**config.mk**
```make
export PLATFORM = sky130hd
export DESIGN_NAME = mem_bus_arbiter
export DESIGN_NICKNAME = d
export VERILOG_FILES = /design/src/rtl/mem_bus_arbiter.sv
export SDC_FILE = /design/constraint.sdc
export NUM_CORES = 1
export LEC_CHECK = 0
export BUFFER_PORTS_ARGS = -buffer_cell sky130_fd_sc_hd__buf_2
export CAP_MARGIN = 5
export CORE_AREA = 2 2 191 193
export CTS_CLUSTER_DIAMETER = 40
export CTS_CLUSTER_SIZE = 12
export DETAILED_ROUTE_END_ITERATION = 10
export DIE_AREA = 0 0 193 195
export SLEW_MARGIN = 10
export SYNTH_ARGS = -nofsm -noshare
export SYNTH_HDL_FRONTEND = slang
export SYNTH_SLANG_ARGS = --single-unit
```
**constraint.sdc**
```tcl
create_clock -name clk -period 4.45 [get_ports clk]
set_clock_uncertainty 0.1 [all_clocks]
set_input_delay 0.445 -clock clk [delete_from_list [all_inputs] [get_ports clk]]
set_output_delay 0.445 -clock clk [all_outputs]
set_load 0.05 [all_outputs]
```
**src/rtl/mem_bus_arbiter.sv**
```systemverilog
// Shares one 64-bit memory bus between instruction fetch and data access.
// Data has priority, fetch gets a forced grant after a bounded data streak.
//
// state   | meaning
// IDLE    | no transfer; selects the next grant
// IF_XFER | fetch transfer on the bus, waiting for ack or timeout
// DM_XFER | data transfer on the bus, waiting for ack or timeout
// RESP    | one-cycle ready pulse to the granted requester
module mem_bus_arbiter #(
    parameter int unsigned TIMEOUT_CYCLES = 255,
    parameter int unsigned MAX_DM_STREAK  = 4
) (
    input  logic        clk,
    input  logic        rst,
    input  logic        if_req,
    input  logic [63:0] if_addr,
    output logic        if_ready,
    output logic [31:0] if_data,
    input  logic        dm_req,
    input  logic        dm_rw,
    input  logic [63:0] dm_addr,
    input  logic [63:0] dm_wdata,
    output logic        dm_ready,
    output logic [63:0] dm_rdata,
    output logic        bus_req,
    output logic        bus_rw,
    output logic [63:0] bus_addr,
    output logic [63:0] bus_wdata,
    input  logic        bus_ack,
    input  logic [63:0] bus_rdata,
    output logic        bus_err,
    output logic        if_stall,
    output logic        dm_stall
);

    typedef enum logic [1:0] {IDLE, IF_XFER, DM_XFER, RESP} state_t;

    localparam logic [3:0]  STREAK_MAX = 4'(MAX_DM_STREAK);
    localparam logic [15:0] WAIT_LAST  = 16'(TIMEOUT_CYCLES - 1);

    state_t      state_q, state_d;
    logic [3:0]  streak_q;
    logic [15:0] wait_q;
    logic        addr2_q;
    logic        rw_q;
    logic        grant_dm, grant_if, ack_done, timed_out;

    always_ff @(posedge clk) begin
        if (rst) state_q <= IDLE;
        else     state_q <= state_d;
    end

    always_comb begin
        state_d   = state_q;
        grant_dm  = 1'b0;
        grant_if  = 1'b0;
        ack_done  = 1'b0;
        timed_out = 1'b0;
        case (state_q)
            IDLE: begin
                if (dm_req && !(if_req && streak_q == STREAK_MAX)) begin
                    grant_dm = 1'b1;
                    state_d  = DM_XFER;
                end else if (if_req) begin
                    grant_if = 1'b1;
                    state_d  = IF_XFER;
                end
            end
            IF_XFER, DM_XFER: begin
                if (bus_ack) begin
                    ack_done = 1'b1;
                    state_d  = RESP;
                end else if (wait_q == WAIT_LAST) begin
                    timed_out = 1'b1;
                    state_d   = RESP;
                end
            end
            RESP:    state_d = IDLE;
            default: state_d = IDLE;
        endcase
    end

    always_ff @(posedge clk) begin
        if (rst) begin
            streak_q  <= '0;
            wait_q    <= '0;
            addr2_q   <= 1'b0;
            rw_q      <= 1'b0;
            bus_req   <= 1'b0;
            bus_rw    <= 1'b0;
            bus_addr  <= '0;
            bus_wdata <= '0;
            if_ready  <= 1'b0;
            dm_ready  <= 1'b0;
            bus_err   <= 1'b0;
            if_data   <= '0;
            dm_rdata  <= '0;
        end else begin
            if_ready <= 1'b0;
            dm_ready <= 1'b0;
            bus_err  <= 1'b0;

            if (grant_dm) begin
                bus_req   <= 1'b1;
                bus_rw    <= dm_rw;
                bus_addr  <= dm_addr;
                bus_wdata <= dm_wdata;
                rw_q      <= dm_rw;
                wait_q    <= '0;
                if (!if_req)                    streak_q <= '0;
                else if (streak_q != STREAK_MAX) streak_q <= streak_q + 4'd1;
            end

            if (grant_if) begin
                bus_req   <= 1'b1;
                bus_rw    <= 1'b0;
                bus_addr  <= if_addr;
                bus_wdata <= '0;
                addr2_q   <= if_addr[2];
                wait_q    <= '0;
                streak_q  <= '0;
            end

            if (state_q == IF_XFER || state_q == DM_XFER) wait_q <= wait_q + 16'd1;

            // Timeout completes like an ack but with zeroed data and an error pulse.
            if (ack_done || timed_out) begin
                bus_req <= 1'b0;
                bus_err <= timed_out;
                if (state_q == IF_XFER) begin
                    if_ready <= 1'b1;
                    if (timed_out)    if_data <= '0;
                    else if (addr2_q) if_data <= bus_rdata[63:32];
                    else              if_data <= bus_rdata[31:0];
                end else begin
                    dm_ready <= 1'b1;
                    dm_rdata <= (timed_out || rw_q) ? 64'd0 : bus_rdata;
                end
            end
        end
    end

    assign if_stall = if_req & ~if_ready;
    assign dm_stall = dm_req & ~dm_ready;

endmodule

```
==> results.sh, run 1 <==
export IMPL_status="finished clean"
export IMPL_multiInputGateArea_sq_um=4778
export IMPL_grt_total_usage=0.1885
export IMPL_drc=0
export IMPL_clock_sinks=253
export IMPL_place_detailed_hpwl_microns=26330
export IMPL_switching_share=0.4320
export IMPL_clockRootBuffer="clkbuf_16"
export IMPL_numCtsBuffers=43
export IMPL_core_area_sq_um=35400
export IMPL_cp_arrival_ps=3440
export IMPL_synth_commonest_cells="253 x dfxtp_1, 207 x a21oi_1, 146 x nand2_1, 76 x nor2_1, 66 x a211oi_1"
export IMPL_yosys_top_cells_area="dfxtp_1 49%, a21oi_1 10%, a222oi_1 6.1%, nand2_1 5.3%, a211oi_1 4.8%"
export IMPL_die_area_sq_um=37640
export IMPL_die_h_microns=195
export IMPL_nets=1876
export IMPL_tns_ps=0
export IMPL_synth_largest_area_cell="dfxtp_1"
export IMPL_synthFlopType="dfxtp_1"
export IMPL_syn_cell_area_sq_um=10330
export IMPL_setup_violations_final=0
export IMPL_drtAntennaViolNets=0
export IMPL_hold_class="in -> reg"
export IMPL_ir_worst_vdd_mv=0.4420
export IMPL_ctsLongestPathBuffers=3
export IMPL_cts_tree="built"
export IMPL_syn_area_per_cell_sq_um=8.943
export IMPL_crit_path_top_delay_cell="nor4_4"
export IMPL_clk_latency_ps=560
export IMPL_power_density_nw_per_um2=693.4
export IMPL_fillers=3637
export IMPL_via_per_inst=5.112
export IMPL_finalCritPeriodShare=0.6911
export IMPL_die_width_microns=193
export IMPL_firstDrtPassIters=10
export IMPL_power_share_clock=0.325
export IMPL_fmaxAchievable_mhz=325.2
export IMPL_grt_pass1_vias=10208
export IMPL_rsz0062_at_grt="false"
export IMPL_drt_iter0_drc=714
export IMPL_post_route_min_period_ps=3075
export IMPL_core_rowCount=69
export IMPL_grt_overflow_total=0
export IMPL_regArea_sq_um=5066
export IMPL_grt_pass1_wl_microns=56360
export IMPL_portBuffers=492
export IMPL_max_slew_margin=0.2617
export IMPL_gp_congestion=0.8382
export IMPL_ys_warn_count=0
export IMPL_synth_most_common_cell="dfxtp_1"
export IMPL_dpl_cell_area_sq_um=13110
export IMPL_worstPathRequired_ps=4810
export IMPL_internal_power_mw=5.761
export IMPL_p_switching_mw=4.382
export IMPL_start_util=0.2918
export IMPL_synthCells=1155
export IMPL_critPathKind="reg -> reg"
export IMPL_synth_edf_count=0
export IMPL_synth_top_area_share=0.4904
export IMPL_cp_top_family="buffers and inverters"
export IMPL_setup_slack_ps=1375
export IMPL_ioPinCount=493
export IMPL_drv_cap=0
export IMPL_num_vias=10760
export IMPL_worstSetupEndpointType="flip-flop"
export IMPL_synth_seq_area_share=0.4904
export IMPL_combPwrFrac=0.388
export IMPL_design_area_sq_um=14630
export IMPL_critical_path_buf_inv_count=4
export IMPL_cts_clk_slew_worst_paths_ps=50
export IMPL_drive_above_1_share=0.3883
export IMPL_htreeDepth=2
export IMPL_cp_max_fo=67
export IMPL_ys_async_sr_fraction=0
export IMPL_ys_types=49
export IMPL_syn_to_final_growth_pct=41.62
export IMPL_routed_wl_microns=37470
export IMPL_leakagePower_nw=6.256
export IMPL_ys_seq_elements=253
export IMPL_antenna_found_initial=6
export IMPL_dp_slack_ps=1384
export IMPL_cpPeakStageDelay_ps=870
export IMPL_grt_max_degree=99
export IMPL_worstSetupStartpointType="flip-flop"
export IMPL_hold_viol=0
export IMPL_path_cells="inv_1 > ha_1 > buf_4 > inv_2 > nor4_4 > buf_12 > a21oi_1 > a211oi_1"
export IMPL_synthesis_nets=1424
export IMPL_ctsResizeCount=0
export IMPL_sequentialPowerShare=0.287
export IMPL_worstMarginPinSlew_ps=1107
export IMPL_wl_per_cell_microns=17.80
export IMPL_finalMaxSlewViolations=0
-- per-stage QoR --
stage	util	std cells	power (mW)	hold slack [ps]
2_1_floorplan	-	1155	5.871	338.9
3_3_place_gp	0.3703	2017	6.828	338.5
3_5_place_dp	0.3703	2017	6.876	343.7
4_1_cts	0.4128	2099	10.22	0.1654
5_1_grt	0.4131	2103	10.66	5.182
6_report	0.4133	2105	10.14	32.26
-- metal layers --
| layer | wire [microns] | vias up | part of all wire | global-route usage |
|---|---|---|---|---|
| li1 | - | 5179 | - | - |
| met1 | 15800 | 5099 | 0.42 | 0.2393 |
| met2 | 17600 | 399 | 0.47 | 0.3017 |
| met3 | 2799 | 81 | 0.075 | 0.04925 |
| met4 | 1258 | 2 | 0.034 | 0.07856 |
| met5 | 15 | - | 0.00040 | 0 |
-- power groups by stage --
stage               clock network [mW]  registers (mW)  logic, mW
finish                            3.30            2.91       3.94
global route                      3.47            2.95       4.24
CTS                               3.37            2.91       3.94
detailed placement                   0            2.95       3.93
global placement                     0            2.94       3.89
floorplan                            0            4.21       1.66
-- cells in the final DEF (no fill, tap or decap), types with 6 or more instances in the layout --
cell,netlist,routed
a211oi_1,66,66
a21oi_1,207,207
a222oi_1,63,63
a311oi_1,36,36
a31oi_1,9,9
buf_2,34,491
buf_4,3,19
clkbuf_16,0,45
dfxtp_1,253,252
diode_2,0,6
dlygate4sd3_1,0,6
ha_1,7,6
inv_1,8,8
inv_6,0,6
mux2i_1,35,35
nand2_1,146,145
nand3_1,12,11
nor2_1,76,76
nor2b_1,34,34
o21ai_0,6,6
or2_2,32,32
-- cell families (layout without fill, tap and decap cells) --
| family | count (synthesis) | in the layout | synth area share |
|---|---|---|---|
| AO/OA/AOI/OAI | 400 | 400 | 0.2583 |
| AND/OR/NAND/NOR | 338 | 338 | 0.1551 |
| flip-flops | 253 | 253 | 0.4904 |
| buffers and inverters | 121 | 604 | 0.05281 |
| multiplexers | 36 | 36 | 0.03501 |
| adder cells (fa/ha/maj) | 7 | 7 | 0.008479 |
| other | 0 | 6 | 0 |
-- worst min-delay path: stages --
cell and delay (ps):
buf_2 100, nand2_1 40, a21oi_1 50
-- flip-flops by register name, summed over array words and instances (netlist names) --
| signal | flops |
|---|---|
| bus_wdata | 64 |
| streak_q | 4 |
| bus_addr | 64 |
| dm_ready | 1 |
| state_q | 2 |
| if_data | 32 |
| rw_q | 1 |
| bus_rw | 1 |
| dm_rdata | 64 |
| addr2_q | 1 |
| bus_req | 1 |
| bus_err | 1 |
| if_ready | 1 |
| wait_q | 16 |
-- path summary, 6_finish.rpt --
kind,startpoint,to,slack [ps],cells past startpoint
worst max-delay path,state_q[0],dm_rdata[29],1370,8
worst min-delay path,dm_wdata[39],bus_wdata[39],30,3
worst max register to register,state_q[0],dm_rdata[29],1370,8
worst min register to register,bus_wdata[43],bus_wdata[43],350,2
-- what timing repair did --
action	4_1_cts	5_1_grt
hold buffers	6	0
endpoints found under the hold margin	6	0
setup buffers	0	0
-- final cells by class --
class,instances,share of cell area
diodes,6,0.001026
clock buffers,50,0.08100
multi-input cells,781,0.3267
well taps,461,0.03943
clock inverters,26,0.01788
inverters,9,0.002309
repair buffers,519,0.1854
flip-flops and latches,253,0.3463
Power figures use the tool's default switching activity.
==> run 2, diff against run 1 <==
- clock period: 4.45 -> 2.5 ns (I/O delays scaled with it)
==> results.sh, run 2 (synthesis results as in run 1) <==
export IMPL_drc=7
export IMPL_die_h_microns=195
export IMPL_final_cell_mix="491 x buf_2, 260 x dlygate4sd3_1, 252 x dfxtp_1"
export IMPL_portBuffers=492
export IMPL_cpPeakStageDelay_ps=600
export IMPL_wl_per_cell_microns=17.81
export IMPL_die_area_sq_um=37640
export IMPL_post_route_min_period_ps=2336
export IMPL_grt_overflow_total=0
export IMPL_hold_class="in -> reg"
export IMPL_reg2reg_slack_ps=160
export IMPL_start_util=0.2918
export IMPL_fin_cells=2375
export IMPL_finalMaxSlewViolations=0
export IMPL_power_density_nw_per_um2=1121
export IMPL_clock_sinks=253
export IMPL_die_width_microns=193
export IMPL_path_cells="inv_1 > ha_2 > nand2_1 > a21oi_4 > buf_12 > a222oi_1 > dlygate4sd3_1 > nor2_1"
export IMPL_setup_violations_final=0
export IMPL_cp_top_family="buffers and inverters"
export IMPL_drv_cap=0
export IMPL_grt_total_usage=0.2110
export IMPL_clk_latency_ps=560
export IMPL_critPathKind="reg -> reg"
export IMPL_crit_start="state_q[0]"
export IMPL_reg2reg_depth=8
export IMPL_ctsLongestPathBuffers=3
export IMPL_crit_path_top_delay_cell="dlygate4sd3_1"
export IMPL_leakagePower_nw=7.544
export IMPL_design_area_sq_um=17680
export IMPL_tns_ps=0
export IMPL_worstPathRequired_ps=2840
export IMPL_endpoint="bus_addr[55]"
export IMPL_critical_path_buf_inv_count=3
export IMPL_cts_clk_slew_worst_paths_ps=50
export IMPL_dpl_cell_area_sq_um=13310
export IMPL_antenna_found_initial=4
export IMPL_drtAntennaViolNets=0
export IMPL_grt_max_degree=101
export IMPL_firstDrtPassIters=11
export IMPL_status="finished with violations"
export IMPL_routed_wl_microns=42290
export IMPL_fmaxAchievable_mhz=428.1
export IMPL_via_per_inst=5.095
export IMPL_max_slew_margin=0.2669
export IMPL_drive_above_1_share=0.3433
export IMPL_setup_slack_ps=164.4
export IMPL_path_depth=8
export IMPL_worstMarginPinSlew_ps=1100
export IMPL_place_detailed_hpwl_microns=26460
export IMPL_clockRootBuffer="clkbuf_16"
export IMPL_final_common_cell="buf_2"
export IMPL_reg_top3="bus_addr: 64 flops, bus_wdata: 64 flops, dm_rdata: 64 flops"
export IMPL_ir_worst_vdd_mv=0.8699
export IMPL_cp_max_fo=64
export IMPL_grt_pass1_vias=12020
export IMPL_nets=2143
export IMPL_core_rowCount=69
export IMPL_grt_pass1_wl_microns=63680
export IMPL_ioPinCount=493
export IMPL_worstSetupStartpointType="flip-flop"
export IMPL_cts_tree="built"
export IMPL_whs_ps=162.5
export IMPL_final_core_util=0.4995
export IMPL_num_vias=12100
export IMPL_timing_rr_end="bus_addr[55]"
export IMPL_core_area_sq_um=35400
export IMPL_p_total_mw=19.83
export IMPL_reg2reg_from="state_q[0]"
export IMPL_finalCritPeriodShare=0.9343
export IMPL_hold_viol=0
export IMPL_htreeDepth=2
export IMPL_violations="DRC"
export IMPL_gp_congestion=0.8389
export IMPL_dp_cells=2024
export IMPL_cp_arrival_ps=2680
export IMPL_rsz0062_at_grt="false"
export IMPL_drt_iter0_drc=998
export IMPL_dp_slack_ps=240.1
export IMPL_syn_to_final_growth_pct=71.18
export IMPL_numCtsBuffers=45
export IMPL_worstSetupEndpointType="flip-flop"
## run 2: layer usage
metal  routed length (microns)  vias up  global-route usage
met5                        13        -                   0
met4                      2102        2              0.1198
met3                      3095      165             0.04745
met2                     20290      594              0.3526
met1                     16790     5628              0.2477
li1                          -     5711                   -
## run 2: how the worst min path moves through the flow
| stage | start | end | slack, ps | cells after the start |
|---|---|---|---|---|
| after floorplan | bus_ack | bus_err | 230 | 1 |
| after global placement | bus_wdata[16] | bus_wdata[16] | 340 | 2 |
| after detailed placement | bus_wdata[27] | bus_wdata[27] | 340 | 2 |
| after CTS | dm_req | streak_q[3] | 90 | 4 |
| after global routing | dm_req | streak_q[3] | 170 | 4 |
| final | dm_req | streak_q[3] | 160 | 4 |
## run 2: worst register-to-register path: cells and delay by family, from the launching register on
family	cells	cell delay, ps
buf+inv	3	880
flops	1	400
compound gates	2	380
fa+ha+maj	1	270
simple gates	2	190
## run 2: layout make-up
| cell class | count | area (sq um) |
|---|---|---|
| fill | 3198 | 17720 |
| timing repair buffer | 783 | 5479 |
| sequential | 253 | 5066 |
| multi-input combinational | 782 | 4788 |
| clock buffer | 56 | 1279 |
| tap | 461 | 576.8 |
| clock inverter | 28 | 450.4 |
| inverter | 9 | 33.78 |
| antenna | 3 | 7.507 |
## run 2: where the power goes
| part | switching, mW | internal [mW] |
|---|---|---|
| sequential | 0.419 | 4.75 |
| combinational | 5.39 | 2.34 |
| clock | 2.30 | 4.62 |
| total | 8.11 | 11.7 |
## run 2: timing repair
action	4_1_cts	5_1_grt
gates resized for setup	0	1
setup buffers	0	3
setup endpoints to repair	0	1
hold endpoints to repair	214	0
hold buffers	260	0
